<file path="config.mk">
export PLATFORM = sky130hd
export DESIGN_NAME = cpu_sequencer
export DESIGN_NICKNAME = d
export VERILOG_FILES = /design/src/rtl/cpu_sequencer.sv
export SDC_FILE = /design/constraint.sdc
export NUM_CORES = 1
export LEC_CHECK = 0
export BUFFER_PORTS_ARGS = -buffer_cell sky130_fd_sc_hd__buf_2
export CAP_MARGIN = 20
export CORE_AREA = 3 3 40 42
export DETAILED_ROUTE_END_ITERATION = 7
export DIE_AREA = 0 0 43 45
export PLACE_DENSITY = 0.67
export SETUP_SLACK_MARGIN = 0.5
export SLEW_MARGIN = 20
export SYNTH_ARGS = -nofsm -noshare
export SYNTH_HDL_FRONTEND = slang
export SYNTH_SLANG_ARGS = --single-unit
</file>
<file path="constraint.sdc">
create_clock -name clock -period 1.09 [get_ports clock]
set_input_delay 0.109 -clock clock [delete_from_list [all_inputs] [get_ports clock]]
set_output_delay 0.109 -clock clock [all_outputs]
set_load 0.05 [all_outputs]
</file>
<file path="src/rtl/cpu_sequencer.sv">
`default_nettype none
// ============================================================================
// Module   : cpu_sequencer
// Brief    : Fetch/decode/execute control sequencer for the 8-bit basic CPU.
// Revision : 1.0  initial release
// ============================================================================
module cpu_sequencer #(
    parameter int OP_W = 3
) (
    input  logic            clock,
    input  logic            n_reset,
    input  logic            run,
    input  logic [OP_W-1:0] op,
    input  logic            z_flag,
    output logic            PC_bus,
    output logic            load_PC,
    output logic            INC_PC,
    output logic            load_IR,
    output logic            Addr_bus,
    output logic            load_MAR,
    output logic            MDR_bus,
    output logic            load_MDR,
    output logic            CS,
    output logic            R_NW,
    output logic            ACC_bus,
    output logic            load_ACC,
    output logic            ALU_ACC,
    output logic            ALU_add,
    output logic            ALU_sub,
    output logic            ALU_xor,
    output logic            halted,
    output logic            instr_done
);

    typedef enum logic [3:0] {
        S_IDLE   = 4'd0,
        S_F0     = 4'd1,
        S_F1     = 4'd2,
        S_F2     = 4'd3,
        S_D0     = 4'd4,
        S_E0     = 4'd5,
        S_E1     = 4'd6,
        S_BR     = 4'd7,
        S_HALTED = 4'd8
    } state_t;

    localparam logic [OP_W-1:0] OP_LOAD  = OP_W'(0);
    localparam logic [OP_W-1:0] OP_STORE = OP_W'(1);
    localparam logic [OP_W-1:0] OP_ADD   = OP_W'(2);
    localparam logic [OP_W-1:0] OP_SUB   = OP_W'(3);
    localparam logic [OP_W-1:0] OP_BNE   = OP_W'(4);
    localparam logic [OP_W-1:0] OP_XOR   = OP_W'(5);
    localparam logic [OP_W-1:0] OP_JMP   = OP_W'(6);

    state_t state_q, state_d;
    logic   halt_entry_q, halt_entry_d;

    // instr_done in HALTED fires only on the first cycle there, so remember entry.
    assign halt_entry_d = (state_d == S_HALTED) && (state_q != S_HALTED);

    always_ff @(posedge clock or negedge n_reset) begin
        if (!n_reset) begin
            state_q      <= S_IDLE;
            halt_entry_q <= 1'b0;
        end else begin
            state_q      <= state_d;
            halt_entry_q <= halt_entry_d;
        end
    end

    always_comb begin
        state_d    = state_q;
        PC_bus     = 1'b0;
        load_PC    = 1'b0;
        INC_PC     = 1'b0;
        load_IR    = 1'b0;
        Addr_bus   = 1'b0;
        load_MAR   = 1'b0;
        MDR_bus    = 1'b0;
        load_MDR   = 1'b0;
        CS         = 1'b0;
        R_NW       = 1'b0;
        ACC_bus    = 1'b0;
        load_ACC   = 1'b0;
        ALU_ACC    = 1'b0;
        ALU_add    = 1'b0;
        ALU_sub    = 1'b0;
        ALU_xor    = 1'b0;
        halted     = 1'b0;
        instr_done = 1'b0;

        case (state_q)
            S_IDLE: begin
                if (run) state_d = S_F0;
            end
            S_F0: begin
                PC_bus   = 1'b1;
                load_MAR = 1'b1;
                INC_PC   = 1'b1;
                state_d  = S_F1;
            end
            S_F1: begin
                CS      = 1'b1;
                R_NW    = 1'b1;
                state_d = S_F2;
            end
            S_F2: begin
                MDR_bus = 1'b1;
                load_IR = 1'b1;
                case (op)
                    OP_LOAD, OP_STORE, OP_ADD, OP_SUB: state_d = S_D0;
                    OP_BNE, OP_JMP:                    state_d = S_BR;
                    OP_XOR:                            state_d = S_E1;
                    default:                           state_d = S_HALTED;
                endcase
            end
            S_D0: begin
                Addr_bus = 1'b1;
                load_MAR = 1'b1;
                state_d  = S_E0;
            end
            S_E0: begin
                if (op == OP_STORE) begin
                    ACC_bus  = 1'b1;
                    load_MDR = 1'b1;
                end else begin
                    CS   = 1'b1;
                    R_NW = 1'b1;
                end
                state_d = S_E1;
            end
            S_E1: begin
                instr_done = 1'b1;
                state_d    = S_F0;
                case (op)
                    OP_LOAD: begin
                        MDR_bus  = 1'b1;
                        load_ACC = 1'b1;
                    end
                    OP_ADD: begin
                        MDR_bus  = 1'b1;
                        load_ACC = 1'b1;
                        ALU_ACC  = 1'b1;
                        ALU_add  = 1'b1;
                    end
                    OP_SUB: begin
                        MDR_bus  = 1'b1;
                        load_ACC = 1'b1;
                        ALU_ACC  = 1'b1;
                        ALU_sub  = 1'b1;
                    end
                    OP_XOR: begin
                        load_ACC = 1'b1;
                        ALU_ACC  = 1'b1;
                        ALU_xor  = 1'b1;
                    end
                    OP_STORE: begin
                        CS = 1'b1;
                    end
                    default: ;
                endcase
            end
            S_BR: begin
                instr_done = 1'b1;
                state_d    = S_F0;
                // BNE branches only on a nonzero accumulator; JMP always loads.
                if ((op == OP_JMP) || ((op == OP_BNE) && !z_flag)) begin
                    Addr_bus = 1'b1;
                    load_PC  = 1'b1;
                end
            end
            S_HALTED: begin
                halted     = 1'b1;
                instr_done = halt_entry_q;
                if (run) state_d = S_F0;
            end
            default: state_d = S_IDLE;
        endcase
    end

    a_bus_exclusive: assert property (@(posedge clock) disable iff (!n_reset)
        $onehot0({PC_bus, Addr_bus, MDR_bus, ACC_bus}));
    a_alu_exclusive: assert property (@(posedge clock) disable iff (!n_reset)
        $onehot0({ALU_add, ALU_sub, ALU_xor}));
    a_alu_implies_acc: assert property (@(posedge clock) disable iff (!n_reset)
        (ALU_add || ALU_sub || ALU_xor) |-> (ALU_ACC && load_ACC));
    a_pc_exclusive: assert property (@(posedge clock) disable iff (!n_reset)
        !(load_PC && INC_PC));

endmodule
`default_nettype wire
</file>
==> results of run 1 <==
## what timing repair did
| item | 4_1_cts |
|---|---|
| hold buffers | 1 |
| endpoints found under the setup margin | 23 |
| resized for setup | 59 |
| pin swaps | 14 |
| hold endpoints to repair | 5 |
| buffers inserted | 5 |
## metrics by stage
| stage | instance area [sq um] | worst slack (ns) | std cells | hold slack (ns) | utilization, % |
|---|---|---|---|---|---|
| after floorplan | 662 | -0.674 | 62 | -0.187 | - |
| after global placement | 906 | -0.388 | 117 | -0.0735 | 70.5 |
| after detailed placement | 906 | -0.397 | 117 | -0.0732 | 70.5 |
| after CTS | 1180 | -0.565 | 127 | 0.138 | 91.6 |
## cells by family after synthesis
logic type,Yosys count
simple gates,29
xor+xnor,1
compound gates,16
flops,5
buf+inv,11
## synth_stat cells
master                      instances  area share, %
sky130_fd_sc_hd__a21oi_1            5            5.4
sky130_fd_sc_hd__dfrtp_1            5             27
sky130_fd_sc_hd__nor2_1             5            4.1
sky130_fd_sc_hd__nor3_1             5            5.4
sky130_fd_sc_hd__inv_1              4            3.3
sky130_fd_sc_hd__nand2_1            4            3.3
sky130_fd_sc_hd__buf_2              3            3.3
sky130_fd_sc_hd__nand2b_1           3            4.1
sky130_fd_sc_hd__o21ai_0            3            3.3
sky130_fd_sc_hd__a211o_1            2            3.8
sky130_fd_sc_hd__buf_4              2            3.3
sky130_fd_sc_hd__clkbuf_1           2            1.6
sky130_fd_sc_hd__nand3_1            2            2.2
sky130_fd_sc_hd__nand3b_1           2            3.3
sky130_fd_sc_hd__or3_1              2            2.7
sky130_fd_sc_hd__a211oi_1           1            1.6
sky130_fd_sc_hd__a21o_2             1            1.9
sky130_fd_sc_hd__a31o_2             1            1.9
sky130_fd_sc_hd__nand2b_4           1            3.0
sky130_fd_sc_hd__nor3b_1            1            1.6
sky130_fd_sc_hd__nor4b_1            1            1.9
sky130_fd_sc_hd__o211a_1            1            2.2
sky130_fd_sc_hd__o2bb2ai_1          1            1.9
sky130_fd_sc_hd__o31ai_1            1            1.6
sky130_fd_sc_hd__or2_1              1            1.4
sky130_fd_sc_hd__or2_2              1            1.4
sky130_fd_sc_hd__or3b_1             1            1.9
sky130_fd_sc_hd__xnor2_1            1            1.9
==> reports/results.env, run 1 <==
RUN_STATUS='aborted with a tool error'
STOP_STAGE='global routing (5_1_grt)'
FIRSTERROR='[ERROR DPL-0038] Utilization greater than 100%, impossible to legalize'
CLOCK_TREE.HTREE_LEVEL_COUNT=1
SYNTH-SEQ-AREA-SHARE_PCT=27.1
COMPOUND_GATE_PORTION_OF_THE_SYNTHESIZED_AREA_PCT=23.6
IO_BUFFER_COUNT=24
PIN_COUNT_OF_THE_BIGGEST_NET_ENTERING_GLOBAL_ROUTING=7
SYNTHXORXNORAREAFRAC_PCT=1.90
FLOORPLAN.IO_PINS=25
YOSYS.AREA_SHARE.SIMPLE_PCT=36.0
CTS_MAX_PATH_BUFFERS=2
DETAILED_PLACE_HPWL_MICRONS=1270
CLKSINKCOUNT=5
YOSYS-MUX-AREA-FRACTION_PCT=0
SYNTHESIS.YOSYS.WARNINGS=0
CRIT_ENDPOINT='ALU_add'
PLACEMENTROWS=13
POSTSYNTHCELLCOUNT=62
WORST_PATH_END_TYPE='top-level output'
SYNTH_NETS=69
CTS_BUFFER_COUNT=3
ROUTABILITYCONGESTION=0.832
FRACTION_OF_THE_MAPPED_NETLIST_AREA_IN_ADDER_CELLS_PCT=0
YOSYS_REGISTER_BITS=5
DIE-HEIGHT_MICRONS=45
SYNTH_AREA_SQ_UM=462
SYN_AREA_PER_CELL_SQ_UM=7.45
SYNTH_CELL_TYPE_COUNT=28
CLOCK_ROOT_BUFFER_MASTER='sky130_fd_sc_hd__clkbuf_4'
DIE_SPAN_IN_X_MICRONS=43
SYNTH_TOP_FAMILY_BY_AREA='simple AND/OR/NAND/NOR gates'
FLOORPLAN.INITIALDENSITY_PCT=35.9
==> run 2, diff against run 1 <==
- CORE_AREA: 3 3 40 42 -> 3 3 64 66
- DIE_AREA: 0 0 43 45 -> 0 0 67 69
- PLACE_DENSITY: 0.67 -> not set
- PLACE_DENSITY_LB_ADDON: not set -> 0.15
- SETUP_SLACK_MARGIN: 0.5 -> not set
- clock period: 1.09 -> 1.4 ns (I/O delays scaled with it)
==> run 2 against run 1 <==
Effect of this change:
- the flow now finishes, with violations (negative setup slack)
- area after synthesis unchanged
- synthesized cell count stayed put
==> reports/results.env, run 2 <==
RUN_STATUS='finished with violations'  # was aborted with a tool error
VIOLATIONS='negative setup slack'
LAYOUT.CELLS.NON_FILLER=155
POSTSYNTHCELLCOUNT=62  # unchanged
SYNTH_TOP_FAMILY_BY_AREA='simple AND/OR/NAND/NOR gates'  # unchanged
MULTI_INPUT_AREA_SQ_UM=448
LAYOUT-DRIVE-GT1-SHARE_PCT=71.0
COMPOUND_GATE_PORTION_OF_THE_SYNTHESIZED_AREA_PCT=23.6  # unchanged
FINAL_CELL_MIX='sky130_fd_sc_hd__buf_6, sky130_fd_sc_hd__buf_4, sky130_fd_sc_hd__buf_2'
P_LEAK_nW=0.500
FINAL_COMMON_CELL='sky130_fd_sc_hd__buf_6'
YOSYS.AREA.TOP_TYPE='sky130_fd_sc_hd__dfrtp_1'  # unchanged
CTS_MAX_PATH_BUFFERS=2  # unchanged
ANTENNA_FOUND_INITIAL=0
LARGEST_REGISTER_FF_COUNT=4
GLOBAL_ROUTE.USAGE.TOTAL_PCT=8.85
CP-ENDPOINT='ALU_sub'
AREA_OF_PLACED_INSTANCES_SQ_UM=932  # was 906 sq um
PLACEMENTROWS=22  # was 13
FIRST_ITER_VIOLATIONS=13
MAXCAPVIOLCOUNT=0
SYNTHESIS.YOSYS.WARNINGS=0  # unchanged
SYNTH-EDFF-COUNT=0  # unchanged
CRITICAL_PATH.ENDPOINT_TYPE='output port'
WORST_SKEW_PAIR.LATE_LATENCY_NS=0.22
GRT_SETUP_UNREPAIRED='yes'
YOSYS_REGISTER_BITS=5  # unchanged
NUM-FILL-CELLS=398
TRITONCTS='yes'
CP_DATA_ARRIVAL_TIME_NS=1.49
STORAGE_CELL_AREA_SQ_UM=126
DIE-HEIGHT_MICRONS=69  # was 45 microns
SYNTH_TOP_AREA_SHARE_PCT=27.1  # unchanged
GRT_REMAINING_OVERFLOW=0
SYNTH-SEQ-AREA-SHARE_PCT=27.1  # unchanged
ANTENNA_CELLS_INSERTED=0
FRACTION_OF_THE_MAPPED_NETLIST_AREA_IN_ADDER_CELLS_PCT=0  # unchanged
POSTLAYOUTCOREUTIL_PCT=31.9
CLKTRANSATPATHREGS_NS=0.04
FLOORPLAN.IO_PINS=25  # unchanged
CLKSINKCOUNT=5  # unchanged
ROUTE.ANTENNA.REMAINING_NETS=0
ROUTABILITYCONGESTION=0.735  # was 0.832
PERIOD_SHARE_PCT=117
LAYOUT.CELL_AREA.NON_FILLER_SQ_MM=0.00116
DIE_SPAN_IN_X_MICRONS=67  # was 43 microns
DP.CELLS=148  # was 117
CP-START-KIND='register'
FIN_WORST_SKEW_NS=0.00318
SYNTH_NETS=69  # unchanged
CRIT_PATH_START='state_q[0]$_DFF_PN0_'
TIMING_WORST_SLEW_PIN_VALUE_NS=0.323
REGTOREGENDPOINT='state_q[1]$_DFF_PN0_'
TIMING_WORST_SETUP_PATH_TYPE='reg -> out'
ROUTE.DETAILED.WL_PER_INST_MICRONS=11.2
SYNTH_CELL_TYPE_COUNT=28  # unchanged
DRT-PASS1-ITER-COUNT=4
MAX-SLEW-MARGIN-REL_PCT=78.5
VDD_DROP_MAX_mV=0.794
R2R_SETUP_SLACK_NS=0.07
CP.REQUIRED_NS=1.26
FIN_WS_NS=-0.232
CLOCK_TREE.HTREE_LEVEL_COUNT=1  # unchanged
REG_TOP3='state_q (4), halt_entry_q (1)'
TOP_REGISTER='state_q'
VIA_COUNT_OF_THE_FIRST_GLOBAL_ROUTING_PASS=703
COREAREA_SQ_MM=0.00363
YOSYS.AREA_SHARE.SIMPLE_PCT=36.0  # unchanged
HOLDWS_NS=0.237
YOSYS-MUX-AREA-FRACTION_PCT=0  # unchanged
FINALMAXSLEWVIOLATIONS=0
PIN_COUNT_OF_THE_BIGGEST_NET_ENTERING_GLOBAL_ROUTING=10
SYNTHXORXNORAREAFRAC_PCT=1.90  # unchanged
STARTPOINT_OF_THE_MOST_CRITICAL_REGISTER_TO_REGISTER_PATH='state_q[2]$_DFF_PN0_'
NUM_VIAS=627
REPORT.FINAL.HOLD_VIOL_COUNT=0
ASYNCSETRESETFLOPFRACSYNTH_PCT=100  # unchanged
FLOORPLAN.DIE_AREA_SQ_MM=0.00462
AREA_GROWTH_PCT=151
POST-ROUTE-MIN-PERIOD_NS=1.63
CTS_BUFFER_COUNT=3  # unchanged
FINAL_SETUP_VIOLATION_COUNT=18
DETAILED_PLACE_HPWL_MICRONS=1460  # was 1270 microns
SYNTH_TOP_CELLS_BY_COUNT='sky130_fd_sc_hd__a21oi_1, sky130_fd_sc_hd__dfrtp_1, sky130_fd_sc_hd__nor2_1, sky130_fd_sc_hd__nor3_1'  # unchanged
CLOCK_ROOT_BUFFER_MASTER='sky130_fd_sc_hd__clkbuf_8'  # was sky130_fd_sc_hd__clkbuf_4
SYN_AREA_PER_CELL_SQ_UM=7.45  # unchanged
HOLD_PATH.CLASS='in -> reg'
PRE_CTS_WS_NS=-0.155  # was -0.397 ns
POWERDENSITY_mW_PER_MM2=2190
TIMING.CRITICAL_PATH.FANOUT_MAX=6
FINALNETCOUNT=115
SYNTH_TOP_CELLS_BY_AREA='sky130_fd_sc_hd__dfrtp_1, sky130_fd_sc_hd__a21oi_1, sky130_fd_sc_hd__nor3_1'  # unchanged
POSTSYNTH.TOPFLOPCELL='sky130_fd_sc_hd__dfrtp_1'  # unchanged
REG2REG_DEPTH=5
REMAINING_DRCS=0
SYNTH_AREA_SQ_UM=462  # unchanged
FLOORPLAN.INITIALDENSITY_PCT=12.7  # was 35.9%
MAX_FREQ_MHz=613
VIASPERCELL=4.05
DRT_WL_TOTAL_MICRONS=1740
GRT_PASS1_WL_MICRONS=3220
IO_BUFFER_COUNT=24  # unchanged
## run 2: routing by layer
| metal | routed length, microns | part of all wire (%) | GRT usage (%) | vias up |
|---|---|---|---|---|
| met5 | 0 | 0 | 0 | - |
| met4 | 27 | 1.5 | 5.18 | 0 |
| met3 | 108 | 6.2 | 2.44 | 2 |
| met2 | 874 | 50 | 13.4 | 21 |
| met1 | 732 | 42 | 10.9 | 297 |
| li1 | - | - | - | 307 |
## run 2: power by group
group | internal (W) | switching (W)
clock | 0.000196 | 0.0000715
combinational | 0.000870 | 0.00113
sequential | 0.000197 | 0.0000720
total | 0.00126 | 0.00128
## run 2: cell families (layout without fill, tap and decap cells)
family,count (synthesis),after routing
simple gates,29,29
compound gates,16,16
xor+xnor,1,1
buf+inv,11,56
flops,5,5
## run 2: worst min path at each step
stage	slack (ns)	startpoint	depth (start not counted)	end
2_1_floorplan	-0.16	n_reset	0	halt_entry_q$_DFF_PN0_
3_3_place_gp	-0.04	n_reset	1	state_q[2]$_DFF_PN0_
3_5_place_dp	-0.04	n_reset	1	state_q[2]$_DFF_PN0_
4_1_cts	0.23	run	3	state_q[3]$_DFF_PN0_
5_1_grt	0.27	run	3	state_q[3]$_DFF_PN0_
6_report	0.24	run	3	state_q[3]$_DFF_PN0_
## run 2: repair_timing
action,in CTS,in global routing
buffers inserted,2,1
hold endpoints to repair,5,0
pin swaps,8,8
hold buffers,1,0
resized for setup,49,3
endpoints found under the setup margin,18,19
## run 2: area by class of cell
type	count	area share [%]
clock buffers	4	3.89
inverters	4	1.84
multi-input cells	46	38.7
flip-flops and latches	5	10.9
well taps	48	5.18
repair buffers	48	39.5
## run 2: metrics by stage
step                      setup TNS [ns]  total power (W)
after floorplan                    -2.08          0.00150
after global placement             -1.04          0.00193
after detailed placement          -0.973          0.00192
after CTS                          -2.66          0.00254
after global routing               -3.53          0.00269
final                              -2.44          0.00254
## run 2: worst max-delay path, stage by stage (launching register included)
cell and delay [ns]:
sky130_fd_sc_hd__dfrtp_1 0.41, sky130_fd_sc_hd__nand2b_4 0.16, sky130_fd_sc_hd__or2_4 0.32, sky130_fd_sc_hd__nor3_4 0.19, sky130_fd_sc_hd__buf_6 0.18
Power figures use the tool's default switching activity.
==> run 3, diff against run 2 <==
- CAP_MARGIN: 20 -> not set
- PLACE_DENSITY_LB_ADDON: 0.15 -> not set
==> run 3 against run 2 <==
Effect of this change:
- the flow still finishes with violations (negative setup slack)
- via count fell by 2.9%
- worst setup slack improved by 0.0025 ns
- register-to-register slack improved by 0.04 ns
- global-route usage down 0.97 points
- count of clock-buffer cells in the layout stayed put
- power increased by 1.9%
- worst hold slack got worse by 0.023 ns
- clock power is essentially flat
- sequential power is 4% higher
- critical endpoint is now ALU_add
- highest routed layer unchanged
==> reports/results.env, run 3 (synthesis results as in run 2) <==
SHARE_CLK_OF_TOTAL_POWER_PCT=10.2  # was 10.5%
ROUTE.ANTENNA.REMAINING_NETS=0  # unchanged
TIMING_WORST_SLEW_PIN_VALUE_NS=0.305  # was 0.323 ns
HOLD_PATH.CLASS='in -> reg'  # unchanged
MULTI_INPUT_AREA_SQ_UM=464  # was 448 sq um
ANTENNA_FOUND_INITIAL=0  # unchanged
LAYOUT-DRIVE-GT1-SHARE_PCT=73.1  # was 71.0%
CTS_BUFFER_COUNT=3  # unchanged
ANTENNA_CELLS_INSERTED=0  # unchanged
FINALNETCOUNT=116  # was 115
CRITICAL_PATH.ENDPOINT_TYPE='output port'  # unchanged
AREA_GROWTH_PCT=151  # about the same
FIN_WORST_SKEW_NS=0.00390  # was 0.00318 ns
ROUTABILITYCONGESTION=0.769  # was 0.735
POSTLAYOUTCOREUTIL_PCT=31.9  # about the same
TIMING_WORST_SETUP_PATH_TYPE='reg -> out'  # unchanged
TIMING.CRITICAL_PATH.FANOUT_MAX=6  # unchanged
PERIOD_SHARE_PCT=116  # was 117%
FINAL_COMMON_CELL='sky130_fd_sc_hd__buf_4'  # was sky130_fd_sc_hd__buf_6
P_SW_SHARE_PCT=50.4  # was 50.3%
FIRST_ITER_VIOLATIONS=6  # was 13
WORST_SKEW_PAIR.LATE_LATENCY_NS=0.22  # about the same
DIE-HEIGHT_MICRONS=69  # unchanged
REG_TOP3='state_q (4), halt_entry_q (1)'  # unchanged
GLOBAL_ROUTE.USAGE.TOTAL_PCT=7.88  # was 8.85%
FLOORPLAN.IO_PINS=25  # unchanged
TOP_REGISTER='state_q'  # unchanged
STORAGE_CELL_AREA_SQ_UM=128  # was 126 sq um
CP-START-KIND='register'  # unchanged
CTS_MAX_PATH_BUFFERS=2  # unchanged
REMAINING_DRCS=0  # unchanged
RUN_STATUS='finished with violations'  # unchanged
CLKSINKCOUNT=5  # unchanged
P_SEQ_SHARE_PCT=10.8  # was 10.6%
MAX_FREQ_MHz=614  # was 613 MHz
POWERDENSITY_mW_PER_MM2=2230  # was 2190 mW/mm^2
COREAREA_SQ_MM=0.00363  # unchanged
SHARE_COMB_OF_TOTAL_POWER_PCT=78.9  # about the same
GRT_PASS1_WL_MICRONS=2900  # was 3220 microns
PIN_COUNT_OF_THE_BIGGEST_NET_ENTERING_GLOBAL_ROUTING=8  # was 10
FLOORPLAN.INITIALDENSITY_PCT=12.7  # unchanged
CP_DATA_ARRIVAL_TIME_NS=1.49  # about the same
NUM-FILL-CELLS=394  # was 398
DRT-PASS1-ITER-COUNT=4  # unchanged
CLKTRANSATPATHREGS_NS=0.04  # about the same
FINAL_SETUP_VIOLATION_COUNT=18  # unchanged
VIA_COUNT_OF_THE_FIRST_GLOBAL_ROUTING_PASS=646  # was 703
CLOCK_ROOT_BUFFER_MASTER='sky130_fd_sc_hd__clkbuf_8'  # unchanged
DIE_SPAN_IN_X_MICRONS=67  # unchanged
PLACEMENTROWS=22  # unchanged
FINALMAXSLEWVIOLATIONS=0  # unchanged
REPORT.FINAL.HOLD_VIOL_COUNT=0  # unchanged
IO_BUFFER_COUNT=24  # unchanged
CLOCK_TREE.HTREE_LEVEL_COUNT=1  # unchanged
DETAILED_PLACE_HPWL_MICRONS=1320  # was 1460 microns
FLOORPLAN.DIE_AREA_SQ_MM=0.00462  # unchanged
VIOLATIONS='negative setup slack'  # unchanged
VDD_DROP_MAX_mV=1.22  # was 0.794 mV
GRT_REMAINING_OVERFLOW=0  # unchanged
DRT_WL_TOTAL_MICRONS=1690  # was 1740 microns
MAXCAPVIOLCOUNT=0  # unchanged
VIASPERCELL=3.90  # was 4.05
TRITONCTS='yes'  # unchanged
FIN_WS_NS=-0.230  # was -0.232 ns
CP.REQUIRED_NS=1.26  # about the same
INTERNAL_POWER_OF_THE_CELLS_W=0.00128  # was 0.00126 W
LARGEST_REGISTER_FF_COUNT=4  # unchanged
P_LEAK_nW=0.505  # was 0.500 nW
POST-ROUTE-MIN-PERIOD_NS=1.63  # about the same
ROUTE.DETAILED.WL_PER_INST_MICRONS=10.8  # was 11.2 microns
NUM_VIAS=609  # was 627
HOLDWS_NS=0.214  # was 0.237 ns
SWITCHING_POWER_W=0.00130  # was 0.00128 W
MAX-SLEW-MARGIN-REL_PCT=79.7  # was 78.5%
FINAL_CELL_MIX='sky130_fd_sc_hd__buf_4, sky130_fd_sc_hd__buf_6, sky130_fd_sc_hd__buf_2'  # was sky130_fd_sc_hd__buf_6, sky130_fd_sc_hd__buf_4, sky130_fd_sc_hd__buf_2
GRT_SETUP_UNREPAIRED='yes'  # unchanged
## run 3: timing repair
| action | in CTS | in global routing |
|---|---|---|
| endpoints found under the hold margin | 5 | 0 |
| buffers inserted | 3 | 4 |
| cloned | 0 | 0 |
| hold buffers | 1 | 0 |
| setup endpoints to repair | 18 | 18 |
| pin swaps | 8 | 4 |
| gates resized for setup | 50 | 3 |
## run 3: cell type report
type | count | share of cell area (%)
Clock buffer | 4 | 3.88
Inverter | 4 | 1.83
Multi-Input combinational cell | 46 | 40.0
Sequential cell | 5 | 11.0
Tap cell | 48 | 5.18
Timing Repair Buffer | 49 | 38.1
## run 3: path summary, 6_finish.rpt
kind | from | endpoint | slack (ns) | cells past startpoint
worst max-delay path | state_q[0]$_DFF_PN0_ | ALU_add | -0.23 | 4
worst min-delay path | run | state_q[3]$_DFF_PN0_ | 0.21 | 3
worst max register to register | state_q[0]$_DFF_PN0_ | state_q[1]$_DFF_PN0_ | 0.11 | 4
worst min register to register | state_q[1]$_DFF_PN0_ | state_q[2]$_DFF_PN0_ | 0.67 | 2
max in group asynchronous | n_reset | state_q[2]$_DFF_PN0_ | 0.99 | 2
min in group asynchronous | n_reset | halt_entry_q$_DFF_PN0_ | 0.26 | 2
## run 3: layer usage
| layer | vias up | part of all wire (%) | global-route usage (%) |
|---|---|---|---|
| li1 | 309 | - | - |
| met1 | 275 | 42 | 9.84 |
| met2 | 23 | 49 | 12.2 |
| met3 | 2 | 7.3 | 2.44 |
| met4 | 0 | 1.1 | 3.38 |
| met5 | - | 0 | 0 |
## run 3: worst max-delay path, stage by stage (launching register included)
cell and delay [ns]:
sky130_fd_sc_hd__dfrtp_1 0.41, sky130_fd_sc_hd__nand2b_4 0.16, sky130_fd_sc_hd__or2_4 0.30, sky130_fd_sc_hd__nor3_4 0.20
sky130_fd_sc_hd__buf_6 0.18
## run 3: power by group through the flow
stage	clock [W]	combinational [W]	sequential (W)
3_5_place_dp	0	0.00163	0.000262
6_report	0.000265	0.00204	0.000280
3_3_place_gp	0	0.00162	0.000258
2_1_floorplan	0	0.00127	0.000229
4_1_cts	0.000276	0.00200	0.000271
5_1_grt	0.000289	0.00216	0.000288
## run 3: through the flow
stage               power (W)  std cells  instance area (sq um)  setup WS, ns  setup TNS, ns
floorplan             0.00150         62                    639        -0.395          -2.08
global placement      0.00188        147                    912        -0.125         -0.753
detailed placement    0.00189        147                    912        -0.131         -0.824
CTS                   0.00255        154                   1130        -0.218          -2.16
global route          0.00274        156                   1160        -0.281          -2.95
finish                0.00259        156                   1160        -0.230          -2.01
==> run 4, diff against run 3 <==
- clock period: 1.4 -> 1.6 ns (I/O delays scaled with it)
==> run 4 against run 3 <==
Effect of this change:
- the flow still finishes with violations (negative setup slack)
- wire length shrank 4.1%
- cell count shrank 5.1%
- clock power shrank 12%
- worst hold slack gained 0.018 ns
- sequential share of layout area grew 1.9 points
- clock skew shrank 0.0030 ns
- register-to-register slack gained 0.28 ns
- first-iteration DRC count grew to 3.5 times the previous value
- combinational power shrank 25%
- worst setup slack gained 0.22 ns
- global-route usage shrank 0.60 points
- non-clock buffer count shrank 8
- critical endpoint unchanged
==> reports/results.env, run 4 (synthesis results as in run 2) <==
SHARE_COMB_OF_TOTAL_POWER_PCT=76.6  # was 78.9%
REPORT.FINAL.HOLD_VIOL_COUNT=0  # unchanged
GRT_PASS1_WL_MICRONS=2640  # was 2900 microns
CLOCK_TREE.HTREE_LEVEL_COUNT=1  # unchanged
TNS_NS=-0.0180  # was -2.01 ns
ROUTABILITYCONGESTION=0.735  # was 0.769
FIN_WORST_SKEW_NS=0.000873  # was 0.00390 ns
CP-START-KIND='register'  # unchanged
CLOCK_ROOT_BUFFER_MASTER='sky130_fd_sc_hd__clkbuf_8'  # unchanged
REMAINING_DRCS=0  # unchanged
R2R_SETUP_SLACK_NS=0.39  # was 0.11 ns
FIRST_ITER_VIOLATIONS=21  # was 6
NUM_VIAS=565  # was 609
REG_TOP3='state_q (4), halt_entry_q (1)'  # unchanged
TIMING.CRITICAL_PATH.FANOUT_MAX=6  # unchanged
CPMAXSTAGEDELAYCELL='sky130_fd_sc_hd__dfrtp_1'  # unchanged
FINAL_SETUP_VIOLATION_COUNT=2  # was 18
FLOORPLAN.INITIALDENSITY_PCT=12.7  # unchanged
MAX-SLEW-MARGIN-REL_PCT=79.9  # was 79.7%
CTS_BUFFER_COUNT=3  # unchanged
FINALMAXSLEWVIOLATIONS=0  # unchanged
DETAILED_PLACE_HPWL_MICRONS=1180  # was 1320 microns
CLKTRANSATPATHREGS_NS=0.04  # about the same
HOLD_PATH.CLASS='in -> reg'  # unchanged
LAYOUT-DRIVE-GT1-SHARE_PCT=68.0  # was 73.1%
ROUTE.ANTENNA.REMAINING_NETS=0  # unchanged
FINAL_COMMON_CELL='sky130_fd_sc_hd__buf_4'  # unchanged
CRIT_PATH_MAX_INCR_DELAY_NS=0.37  # was 0.41 ns
FINAL_CELL_MIX='sky130_fd_sc_hd__buf_4, sky130_fd_sc_hd__buf_6, sky130_fd_sc_hd__buf_2'  # unchanged
VIOLATIONS='negative setup slack'  # unchanged
PIN_COUNT_OF_THE_BIGGEST_NET_ENTERING_GLOBAL_ROUTING=12  # was 8
CTS_MAX_PATH_BUFFERS=2  # unchanged
RUN_STATUS='finished with violations'  # unchanged
VDD_DROP_MAX_mV=0.571  # was 1.22 mV
GRT_REMAINING_OVERFLOW=0  # unchanged
POWERDENSITY_mW_PER_MM2=2030  # was 2230 mW/mm^2
TRITONCTS='yes'  # unchanged
ANTENNA_FOUND_INITIAL=0  # unchanged
WORST_SKEW_PAIR.LATE_LATENCY_NS=0.22  # about the same
TIMING_WORST_SLEW_PIN_VALUE_NS=0.300  # was 0.305 ns
CRIT_PATH_START='state_q[3]$_DFF_PN0_'  # was state_q[0]$_DFF_PN0_
IO_BUFFER_COUNT=24  # unchanged
PLACEMENTROWS=22  # unchanged
ROUTE.DETAILED.WL_PER_INST_MICRONS=10.9  # was 10.8 microns
DIE-HEIGHT_MICRONS=69  # unchanged
GRT_SETUP_UNREPAIRED='yes'  # unchanged
NUM-FILL-CELLS=403  # was 394
VIASPERCELL=3.82  # was 3.90
CP_DATA_ARRIVAL_TIME_NS=1.45  # was 1.49 ns
FLOORPLAN.DIE_AREA_SQ_MM=0.00462  # unchanged
FIN_WS_NS=-0.0134  # was -0.230 ns
REG2REG_DEPTH=4  # unchanged
COREAREA_SQ_MM=0.00363  # unchanged
P_SW_SHARE_PCT=51.5  # was 50.4%
HOLD_PATH_DEPTH=3  # unchanged
GLOBAL_ROUTE.USAGE.TOTAL_PCT=7.28  # was 7.88%
VIA_COUNT_OF_THE_FIRST_GLOBAL_ROUTING_PASS=557  # was 646
POSTLAYOUTCOREUTIL_PCT=27.3  # was 31.9%
P_LEAK_nW=0.450  # was 0.505 nW
TIMING_WORST_SETUP_PATH_TYPE='reg -> out'  # unchanged
CRITICAL_PATH_DEPTH=4  # unchanged
STARTPOINT_OF_THE_MOST_CRITICAL_REGISTER_TO_REGISTER_PATH='state_q[2]$_DFF_PN0_'  # was state_q[0]$_DFF_PN0_
FINALNETCOUNT=108  # was 116
FLOORPLAN.IO_PINS=25  # unchanged
POST-ROUTE-MIN-PERIOD_NS=1.61
DIE_SPAN_IN_X_MICRONS=67  # unchanged
SWITCHING_POWER_W=0.00104  # was 0.00130 W
ANTENNA_CELLS_INSERTED=0  # unchanged
SHARE_CLK_OF_TOTAL_POWER_PCT=11.7  # was 10.2%
CHAIN_OF_CELLS_FORMING_THE_CRITICAL_PATH='nand2b_2 > or2_4 > nor3_4 > buf_6'  # was nand2b_4 > or2_4 > nor3_4 > buf_6
CP.REQUIRED_NS=1.44  # was 1.26 ns
CLKSINKCOUNT=5  # unchanged
INTERNAL_POWER_OF_THE_CELLS_W=0.000976  # was 0.00128 W
CRITICAL_PATH.N_BUFFERS_INVERTERS=1  # unchanged
P_SEQ_SHARE_PCT=11.8  # was 10.8%
LARGEST_REGISTER_FF_COUNT=4  # unchanged
MAXCAPVIOLCOUNT=0  # unchanged
CP-ENDPOINT='ALU_add'  # unchanged
PERIOD_SHARE_PCT=101
TOP_REGISTER='state_q'  # unchanged
KIND_OF_CELL_WITH_THE_HIGHEST_COMBINED_DELAY_ON_THE_CRITICAL_PATH='simple AND/OR/NAND/NOR gates'  # unchanged
AREA_GROWTH_PCT=115  # was 151%
MAX_FREQ_MHz=620
DRT-PASS1-ITER-COUNT=4  # unchanged
REGTOREGENDPOINT='state_q[2]$_DFF_PN0_'  # was state_q[1]$_DFF_PN0_
DRT_WL_TOTAL_MICRONS=1620  # was 1690 microns
CRITICAL_PATH.ENDPOINT_TYPE='output port'  # unchanged
run 4: cell count changes in the layout (fill, tap and decap cells not counted), sizes merged:
cell | before | now
inv | 3 | 4
clkinvlp | 1 | 0
buf | 48 | 40
run 4: layer usage:
layer,global-route usage [%],vias up,part of all wire (%)
li1,-,292,-
met1,10.1,249,47
met2,9.83,20,45
met3,1.14,4,5.7
met4,5.41,0,2.5
met5,0,-,0
run 4: worst min-delay path, stage by stage:
cell	delay, ns
sky130_fd_sc_hd__buf_2	0.09
sky130_fd_sc_hd__nand3b_1	0.10
sky130_fd_sc_hd__a21oi_1	0.07
run 4: final cells by class:
cell class | count | area, sq um | area share [%]
clock buffer | 4 | 45.0 | 4.55
inverter | 4 | 15.0 | 1.52
multi-input combinational | 46 | 398 | 40.2
sequential | 5 | 128 | 12.9
tap | 48 | 60.1 | 6.06
timing repair buffer | 41 | 345 | 34.8
run 4: metrics by stage:
step,power (W),std cells,cell area (sq um),setup WS [ns],hold WS [ns]
CTS,0.00186,144,893,-0.0484,0.222
global route,0.00215,148,991,-0.0836,0.242
floorplan,0.00120,62,562,-0.317,-0.136
finish,0.00201,148,991,-0.0134,0.232
global placement,0.00146,137,756,0.0888,-0.0223
detailed placement,0.00146,137,756,0.0770,-0.0218
run 4: power groups by stage:
stage	Sequential, W	Clock [W]	Combinational (W)
floorplan	0.000198	0	0.00100
global placement	0.000228	0	0.00123
detailed placement	0.000232	0	0.00123
CTS	0.000234	0.000238	0.00139
global route	0.000244	0.000252	0.00165
finish	0.000236	0.000234	0.00154
run 4: worst min path at each step:
stage               startpoint                     end  slack [ns]
global route               run    state_q[3]$_DFF_PN0_        0.24
finish                     run    state_q[3]$_DFF_PN0_        0.23
CTS                        run    state_q[3]$_DFF_PN0_        0.22
detailed placement     n_reset    state_q[2]$_DFF_PN0_       -0.02
floorplan              n_reset  halt_entry_q$_DFF_PN0_       -0.14
global placement       n_reset    state_q[2]$_DFF_PN0_       -0.02
run 4: repair_timing:
action | in CTS | in global routing
resized for setup | 23 | 24
pin swaps | 3 | 5
endpoints found under the hold margin | 5 | 0
buffers inserted | 2 | 4
hold buffers | 1 | 0
setup endpoints to repair | 16 | 17
